===== src/rtl/mips_pkg.sv =====
// Shared MIPS encoding constants: opcodes match the control decoder, plus the
// 4-bit operation-kind code used by the program loader.
package mips_pkg;

    typedef enum logic [3:0] {
        K_R    = 4'd0,
        K_ADDI = 4'd1,
        K_ORI  = 4'd2,
        K_LUI  = 4'd3,
        K_ANDI = 4'd4,
        K_LW   = 4'd5,
        K_SW   = 4'd6,
        K_BEQ  = 4'd7,
        K_BNE  = 4'd8,
        K_J    = 4'd9,
        K_JAL  = 4'd10
    } kind_e;

    localparam logic [5:0] OPC_RTYPE = 6'h00;
    localparam logic [5:0] OPC_ADDI  = 6'h08;
    localparam logic [5:0] OPC_ORI   = 6'h0d;
    localparam logic [5:0] OPC_LUI   = 6'h0f;
    localparam logic [5:0] OPC_ANDI  = 6'h0c;
    localparam logic [5:0] OPC_LW    = 6'h23;
    localparam logic [5:0] OPC_SW    = 6'h2b;
    localparam logic [5:0] OPC_BEQ   = 6'h04;
    localparam logic [5:0] OPC_BNE   = 6'h05;
    localparam logic [5:0] OPC_J     = 6'h02;
    localparam logic [5:0] OPC_JAL   = 6'h03;

endpackage


===== src/rtl/instr_word_pack.sv =====
// Combinational packer: operation kind plus operand fields -> 32-bit MIPS word.
// Kinds outside the table come back with legal_o=0 and a zero word.
module instr_word_pack
    import mips_pkg::*;
(
    input  logic [3:0]  kind_i,
    input  logic [4:0]  rs_i,
    input  logic [4:0]  rt_i,
    input  logic [4:0]  rd_i,
    input  logic [4:0]  shamt_i,
    input  logic [5:0]  funct_i,
    input  logic [15:0] imm_i,
    input  logic [25:0] target_i,
    output logic        legal_o,
    output logic [31:0] word_o
);

    always_comb begin
        legal_o = 1'b1;
        word_o  = '0;
        case (kind_i)
            K_R:    word_o = {OPC_RTYPE, rs_i, rt_i, rd_i, shamt_i, funct_i};
            K_ADDI: word_o = {OPC_ADDI, rs_i, rt_i, imm_i};
            K_ORI:  word_o = {OPC_ORI, rs_i, rt_i, imm_i};
            // LUI has no source register; the rs slot must read as zero
            K_LUI:  word_o = {OPC_LUI, 5'd0, rt_i, imm_i};
            K_ANDI: word_o = {OPC_ANDI, rs_i, rt_i, imm_i};
            K_LW:   word_o = {OPC_LW, rs_i, rt_i, imm_i};
            K_SW:   word_o = {OPC_SW, rs_i, rt_i, imm_i};
            K_BEQ:  word_o = {OPC_BEQ, rs_i, rt_i, imm_i};
            K_BNE:  word_o = {OPC_BNE, rs_i, rt_i, imm_i};
            K_J:    word_o = {OPC_J, target_i};
            K_JAL:  word_o = {OPC_JAL, target_i};
            default: legal_o = 1'b0;
        endcase
    end

endmodule


===== src/rtl/instr_encoder.sv =====
// Program loader: accepts operation descriptors, packs them into MIPS words and
// writes them to consecutive instruction-memory addresses with count/checksum.
module instr_encoder
    import mips_pkg::*;
#(
    parameter int                    ADDR_WIDTH = 8,
    parameter logic [ADDR_WIDTH-1:0] BASE_ADDR  = '0
) (
    input  logic                  clk,
    input  logic                  reset,
    input  logic                  start_i,
    input  logic                  op_valid_i,
    output logic                  op_ready_o,
    input  logic [3:0]            op_kind_i,
    input  logic                  op_last_i,
    input  logic [4:0]            rs_i,
    input  logic [4:0]            rt_i,
    input  logic [4:0]            rd_i,
    input  logic [4:0]            shamt_i,
    input  logic [5:0]            funct_i,
    input  logic [15:0]           imm_i,
    input  logic [25:0]           target_i,
    output logic                  mem_we_o,
    output logic [ADDR_WIDTH-1:0] mem_addr_o,
    output logic [31:0]           mem_data_o,
    input  logic                  mem_ready_i,
    output logic [ADDR_WIDTH:0]   count_o,
    output logic [31:0]           checksum_o,
    output logic                  done_o,
    output logic                  full_o,
    output logic                  err_o
);

    typedef enum logic [1:0] {S_IDLE, S_ACCEPT, S_WRITE, S_DONE} state_e;

    localparam logic [ADDR_WIDTH-1:0] ADDR_MAX = '1;

    state_e                state_q, state_d;
    logic [ADDR_WIDTH-1:0] addr_q, addr_d;
    logic [ADDR_WIDTH:0]   count_q, count_d;
    logic [31:0]           cksum_q, cksum_d;
    logic [31:0]           word_q, word_d;
    logic                  last_q, last_d;
    logic                  done_q, done_d;
    logic                  full_q, full_d;
    logic                  err_q, err_d;

    logic                  pack_legal;
    logic [31:0]           pack_word;

    instr_word_pack u_pack (
        .kind_i   (op_kind_i),
        .rs_i     (rs_i),
        .rt_i     (rt_i),
        .rd_i     (rd_i),
        .shamt_i  (shamt_i),
        .funct_i  (funct_i),
        .imm_i    (imm_i),
        .target_i (target_i),
        .legal_o  (pack_legal),
        .word_o   (pack_word)
    );

    always_comb begin
        state_d = state_q;
        addr_d  = addr_q;
        count_d = count_q;
        cksum_d = cksum_q;
        word_d  = word_q;
        last_d  = last_q;
        done_d  = done_q;
        full_d  = full_q;
        err_d   = err_q;
        if (start_i) begin
            // a new session wins over everything, including a pending write
            state_d = S_ACCEPT;
            addr_d  = BASE_ADDR;
            count_d = '0;
            cksum_d = '0;
            done_d  = 1'b0;
            full_d  = 1'b0;
            err_d   = 1'b0;
        end else begin
            case (state_q)
                S_ACCEPT: begin
                    if (op_valid_i) begin
                        if (pack_legal) begin
                            word_d  = pack_word;
                            last_d  = op_last_i;
                            state_d = S_WRITE;
                        end else begin
                            err_d = 1'b1;
                            if (op_last_i) begin
                                state_d = S_DONE;
                                done_d  = 1'b1;
                            end
                        end
                    end
                end
                S_WRITE: begin
                    if (mem_ready_i) begin
                        count_d = count_q + (ADDR_WIDTH+1)'(1);
                        cksum_d = cksum_q ^ word_q;
                        if (last_q || addr_q == ADDR_MAX) begin
                            // address is held at the top rather than wrapping
                            state_d = S_DONE;
                            done_d  = 1'b1;
                            full_d  = full_q | (addr_q == ADDR_MAX);
                        end else begin
                            addr_d  = addr_q + ADDR_WIDTH'(1);
                            state_d = S_ACCEPT;
                        end
                    end
                end
                default: ;
            endcase
        end
    end

    always_ff @(posedge clk or negedge reset) begin
        if (!reset) begin
            state_q <= S_IDLE;
            addr_q  <= BASE_ADDR;
            count_q <= '0;
            cksum_q <= '0;
            word_q  <= '0;
            last_q  <= 1'b0;
            done_q  <= 1'b0;
            full_q  <= 1'b0;
            err_q   <= 1'b0;
        end else begin
            state_q <= state_d;
            addr_q  <= addr_d;
            count_q <= count_d;
            cksum_q <= cksum_d;
            word_q  <= word_d;
            last_q  <= last_d;
            done_q  <= done_d;
            full_q  <= full_d;
            err_q   <= err_d;
        end
    end

    assign op_ready_o = (state_q == S_ACCEPT);
    assign mem_we_o   = (state_q == S_WRITE);
    assign mem_addr_o = addr_q;
    assign mem_data_o = word_q;
    assign count_o    = count_q;
    assign checksum_o = cksum_q;
    assign done_o     = done_q;
    assign full_o     = full_q;
    assign err_o      = err_q;

endmodule

===== config.mk =====
export PLATFORM = sky130hd
export DESIGN_NAME = instr_encoder
export DESIGN_NICKNAME = d
export VERILOG_FILES = /design/src/rtl/mips_pkg.sv /design/src/rtl/instr_word_pack.sv /design/src/rtl/instr_encoder.sv
export SDC_FILE = /design/constraint.sdc
export NUM_CORES = 1
export LEC_CHECK = 0
export ABC_AREA = 1
export CORE_MARGIN = 10
export CORE_UTILIZATION = 57
export DETAILED_ROUTE_END_ITERATION = 8
export DONT_BUFFER_PORTS = 1
export MAX_ROUTING_LAYER = met4
export PLACE_DENSITY = 0.8
export SLEW_MARGIN = 20
export SYNTH_ARGS = -nofsm -noshare
export SYNTH_HDL_FRONTEND = slang
export SYNTH_SLANG_ARGS = --single-unit

===== constraint.sdc =====
create_clock -name clk -period 1.4 [get_ports clk]
set_input_delay 0.35 -clock clk [delete_from_list [all_inputs] [get_ports clk]]
set_output_delay 0.35 -clock clk [all_outputs]
set_load 0.01 [all_outputs]

Yosys cells after proc, flatten, opt, wreduce, memory -nomap -nowiden
Index checks and enable logic that the tools add are counted.

storage, ports and cells
  flip-flop bits (word level) = 87
  input port bits = 78
  output and inout port bits = 86
  logic and storage cells = 85

cells by class
  add/subtract/negate cells = 2
  eq/ne operators = 21
  multiplexer cells = 34
  bitwise operators = 3
  reduce and logical (&&, ||, !) cells = 16

operator list
  kind                   number
  $pmux W32 S11          1
  $mux W32               3
  $mux W8                4
  $xor A32 B32 Y32       1
  $mux W9                3
  $eq A4 B3 Y1 const B   4
  $mux W1                15
  $eq A4 B4 Y1 const B   3
  $mux W2                6
  $reduce_or A11 Y1      1
  $reduce_bool A2 Y1     5
  $add A9 B1 Y9 const B  1
  $ne A3 B2 Y1 const B   3
  $reduce_and A3 Y1      3
  $add A8 B1 Y8 const B  1
  $eq A4 B2 Y1 const B   2
  $eq A8 B8 Y1 const B   1
  $reduce_and A4 Y1      2
  $ne A3 B3 Y1 const B   2
  $reduce_and A6 Y1      1
  $eq A4 B1 Y1 const B   1
  $logic_not A4 Y1       1
  $ne A2 B2 Y1 const B   2
  $ne A4 B2 Y1 const B   1
  9 further kinds        9

Logic depth before layout (Yosys ltp)
  depth in word-level cells = 7
  mapped depth = 10
  depth with buffers taken out = 10

Modules after synthesis
Synthesis repeated with hierarchy kept, for this count alone.

second synthesis, totals
  cells, all modules = 635
  area, all modules = 4727.0 µm²

modules (own cells, without submodules)
  module           instances  cells an instance  area an instance (µm²)  sequential area each (µm²)
  instr_encoder    1          500                4048.9                  2177.1
  instr_word_pack  1          135                678.2                   0.0

Worst setup path before layout
No wires, ideal clock.

  kind = flip-flop to flip-flop
  from = register addr_q[0], in the netlist mem_addr_o[0]
  to = register addr_q[2], in the netlist mem_addr_o[2]
  library setup time = 0.118 ns
  data arrival time = 1.285 ns
  required time = 1.282 ns
  slack = -0.003 ns
  stages on the path, launching flop included = 11
  buffers on the path = 1
  period minus slack after synthesis = 1.403 ns
  cells stage by stage = dfrtp_1 > ha_1 > nand2_1 > nor2_1 > nand2_1 > nand2_1 > nand2_2 > nand2_4 > buf_8 > nand2_1 > o21ai_2

on the way
  longest elaborated chain between the ends = 5
  elaborated cells between the ends (all ways) = 9
  those cells by class = add/sub: 1; eq/ne: 2; mux: 4; reduce/logical: 2

RTL lines
  what                      line                  RTL
  start: declaration        instr_encoder.sv:39   logic [ADDR_WIDTH-1:0] addr_q, addr_d;
  start signal: assignment  instr_encoder.sv:133  addr_q <= addr_d;
  $add A8 B1 Y8             instr_encoder.sv:110  addr_d = addr_q + ADDR_WIDTH'(1);
  $mux W8                   instr_encoder.sv:104  if (last_q || addr_q == ADDR_MAX) begin
  $mux W8                   instr_encoder.sv:101  if (mem_ready_i) begin
  $mux W8                   instr_encoder.sv:84   case (state_q)
  $mux W8                   instr_encoder.sv:74   if (start_i) begin

Parallel ways exist; a longest one is shown, timed or not. The select of a mux whose other input is x is not followed.
A chain may end at the register's enable or synchronous reset.

Worst setup path after layout
  from = register state_q[0]
  to = output port mem_we_o

on the way
  longest elaborated chain between the ends = 1

RTL lines
  what                      line                  RTL
  start: declaration        instr_encoder.sv:38   state_e state_q, state_d;
  start signal: assignment  instr_encoder.sv:132  state_q <= state_d;
  $eq A2 B2 Y1              instr_encoder.sv:145  assign mem_we_o = (state_q == S_WRITE);
  end: declaration          instr_encoder.sv:23   output logic mem_we_o,

No other way between the ends.

==> metrics.md <==
| Metric | Value |
|---|---|
| Mapped cell area | 4600 um^2 |
| Most used DFF post-synth | dfrtp_1 |
| Failing checks | hold timing, setup timing |
| Flop and latch count out of synthesis | 85 |
| RSZ-0062 raised after global routing | yes |
| Switching power | 2.90 mW |
| Drt initial violations | 199 |
| Vias in the first global route | 3996 |
| Root buffer cell | clkbuf_8 |
| Drt drc | 0 |
| Switching portion of total power | 39.0% |
| Clock skew | 0.0101 ns |
| Clock power share | 22.5% |
| Longest Clk Path Bufs | 2 |
| Post-synth EDFFs | 0 |
| PwrDens | 1350 nW/um^2 |
| Leakage dissipation | 2.81 nW |
| Max-cap violations | 0 |
| Setup-failing EPs final | 2 |
| Post-Synthesis Cells | 620 |
| Clock Latency Late Sink | 0.36 ns |
| Critical Path End Type | primary output |
| Fraction of layout instances using a drive strength above 1 | 22.2% |
| Iteration count of the initial detailed-routing pass | 5 |
| Initial antenna violation count | 0 |
| Routability cong. | 0.894 |
| TritonCTS Buffers | 9 |
| First-pass GRT wire length | 20.1 mm |
| Arr. time, crit path | 1.09 ns |
| Area delta synth->final | 19.3% |
| Fin crit period | 1.44 ns |
| Nets | 727 |
| CP max stage cell | dfrtp_1 |
| Post-DR wirelength/cell | 18.4 um |
| Antenna Nets Post-Route | 0 |
| CP most frequent cell | inv_2 |
| Comb pwr share | 27.1% |
| Synth cell types | 36 |
| Worst path buffer plus inverter count | 2 |
| Cell-internal power | 4.53 mW |
| Largest net degree at the start of global routing | 86 |
| CP required | 1.05 ns |
| Crit path max-delay family | flip-flops |
| Async SR Flop Fraction | 100% |
| CTS tree | done |
| Hold slack | -0.332 ns |
| CP cell instances | inv_2, nand2_8, inv_2 |
| CTS clk-pin slew, worst paths | 0.10 ns |
| Fin crit share | 103% |
| Overflow after GRT | 0 |
| Die X | 110 um |
| Worst vdd ir | 0.990 mV |
| Vias per inst | 5.56 |
| H-tree levels | 3 |
| Startpoint Class | flop |
| Total GRT Usage | 21.6% |
| Fmax | 0.693 GHz |
| Sequential Power Share | 50.4% |
| Avg Cell Area, Syn | 7.42 um^2 |
| Num Clock Sinks | 85 |
| Peak fanout along the critical path | 5 |
| ANT cells | 0 |
| Final WS setup | -0.0423 ns |
| Status | finished, violations left |
| Critical path type | reg -> out |
| Post-Route WL | 13.9 mm |
| Row cnt | 32 |
| Register area share after synthesis | 46.2% |
| DR vias | 4191 |
| Slew Viols, Final | 0 |
| Hold crit path type | in -> async |
| DPL Wire Length | 9.63 mm |
| Initial Utilization | 58.9% |
| Total power | 7.42 mW |
| PortBufs | 0 |
| Die ar. | 12100 um^2 |
| Fin. Hold Viols | 85 |
| Core area | 7810 um^2 |
| Die height | 110 um |
| Ports | 164 |
| Crit path largest cell delay | 0.44 ns |
| Ys Warns | 0 |
## layer usage
layer  routed length, um  vias to the layer above  track usage (%)
li1                    -                     2014                -
met1                5110                     1976             24.2
met2                6990                      181             35.1
met3                1510                       20             7.96
met4                 247                        0             7.25
met5                   0                        -                -
## kinds of logic (layout without fill, tap and decap cells)
group / count (synthesis) / in the layout / share of synthesized area, %
buffers and inverters: 104 / 134 / 10.8
DFF: 85 / 85 / 46.2
AOI/OAI and AO/OA: 120 / 120 / 13.9
other: 1 / 2 / 0.0815
xor gates and xnor gates: 3 / 3 / 0.571
adders and majority gates: 2 / 2 / 0.544
and+or+nand+nor: 305 / 306 / 27.9
## placed cells by master, fill, tap and decap left out, types with 3 or more instances in the layout
| master | n |
|---|---|
| nand2_1 | 168 |
| dfrtp_1 | 85 |
| inv_1 | 69 |
| a21oi_1 | 45 |
| o21ai_1 | 35 |
| nand3_1 | 34 |
| nor2_1 | 29 |
| nor2_2 | 26 |
| buf_4 | 23 |
| o21ai_0 | 22 |
| nor2_4 | 17 |
| nand2_2 | 12 |
| clkbuf_8 | 11 |
| inv_2 | 8 |
| nand2_4 | 6 |
| a21oi_2 | 6 |
| buf_12 | 6 |
| nand4_1 | 5 |
| buf_6 | 5 |
| clkbuf_16 | 4 |
| nand2_8 | 3 |
| o21ai_2 | 3 |
## flip-flops by register name, indices dropped and copies added, names as in the netlist
signal and cells:
checksum_o 31, count_o 9, done_o 1, err_o 1
full_o 1, last_q 1, mem_addr_o 8, mem_data_o 31
state_q 2
## worst paths after layout
check	from	to	slack, ns	cells after the start
hold / removal	reset	count_o[5]$_DFFE_PN0P_	-0.33	0
setup / recovery	state_q[0]$_DFFE_PN0P_	mem_we_o	-0.04	3
max in group asynchronous	reset	checksum_o[9]$_DFFE_PN0P_	1.60	0
hold reg to reg	checksum_o[11]$_DFFE_PN0P_	checksum_o[11]$_DFFE_PN0P_	0.55	1
setup reg to reg	state_q[0]$_DFFE_PN0P_	checksum_o[7]$_DFFE_PN0P_	0.01	8
min in group clk	start_i	err_o$_DFFE_PN0P_	0.05	1
## synthesized netlist by cell type (2+ instances only)
master | count | share of area [%]
o21ai_1 | 32 | 3.5
nor2_4 | 2 | 0.49
o21ai_0 | 26 | 2.8
dfrtp_1 | 85 | 46
xor2_1 | 2 | 0.38
or2_2 | 2 | 0.27
nand2_2 | 10 | 1.4
a31oi_1 | 2 | 0.27
buf_4 | 6 | 0.98
a21o_1 | 2 | 0.33
a21oi_1 | 51 | 5.5
ha_1 | 2 | 0.54
inv_1 | 73 | 6.0
nor2_1 | 69 | 5.6
clkbuf_1 | 2 | 0.16
inv_2 | 6 | 0.49
nand2_1 | 176 | 14
nand2_4 | 2 | 0.49
nand4_1 | 5 | 0.68
nand3_1 | 35 | 3.8
buf_2 | 7 | 0.76
buf_6 | 8 | 2.0
o21ai_2 | 2 | 0.38
## through the flow
step	util, %	setup WS, ns	TNS [ns]	cells	cell area (um^2)
after global placement	61.2	0.0314	0	722	4780
after detailed placement	61.2	-0.0310	-0.0954	722	4780
final	70.3	-0.0423	-0.0609	754	5490
after CTS	64.6	-0.0477	-0.102	742	5040
after global routing	70.3	-0.0764	-1.77	754	5490
after floorplan	-	0.0183	0	621	4610
## power by group through the flow
stage / sequential [mW] / combinational (mW) / clock [mW]
2_1_floorplan: 3.60 / 1.16 / 0
3_3_place_gp: 3.76 / 1.41 / 0
5_1_grt: 3.82 / 2.25 / 1.79
4_1_cts: 3.75 / 1.59 / 1.68
6_report: 3.74 / 2.01 / 1.67
3_5_place_dp: 3.79 / 1.48 / 0
## what timing repair did
action | 4_1_cts | 5_1_grt
resized for setup | 11 | 84
endpoints found under the hold margin | 85 | 85
setup buffers | 3 | 6
setup endpoints to repair | 14 | 77
pin swaps | 1 | 8
cloned | 1 | 6
## layout make-up
cell class                 count  area, um^2
fill                         625        2320
clock inverter                 5        35.0
multi-input combinational    433        2290
timing repair buffer          38         449
tap                          102         128
inverter                      80         310
clock buffer                  11         151
sequential                    85        2130
Power figures use the tool's default switching activity.
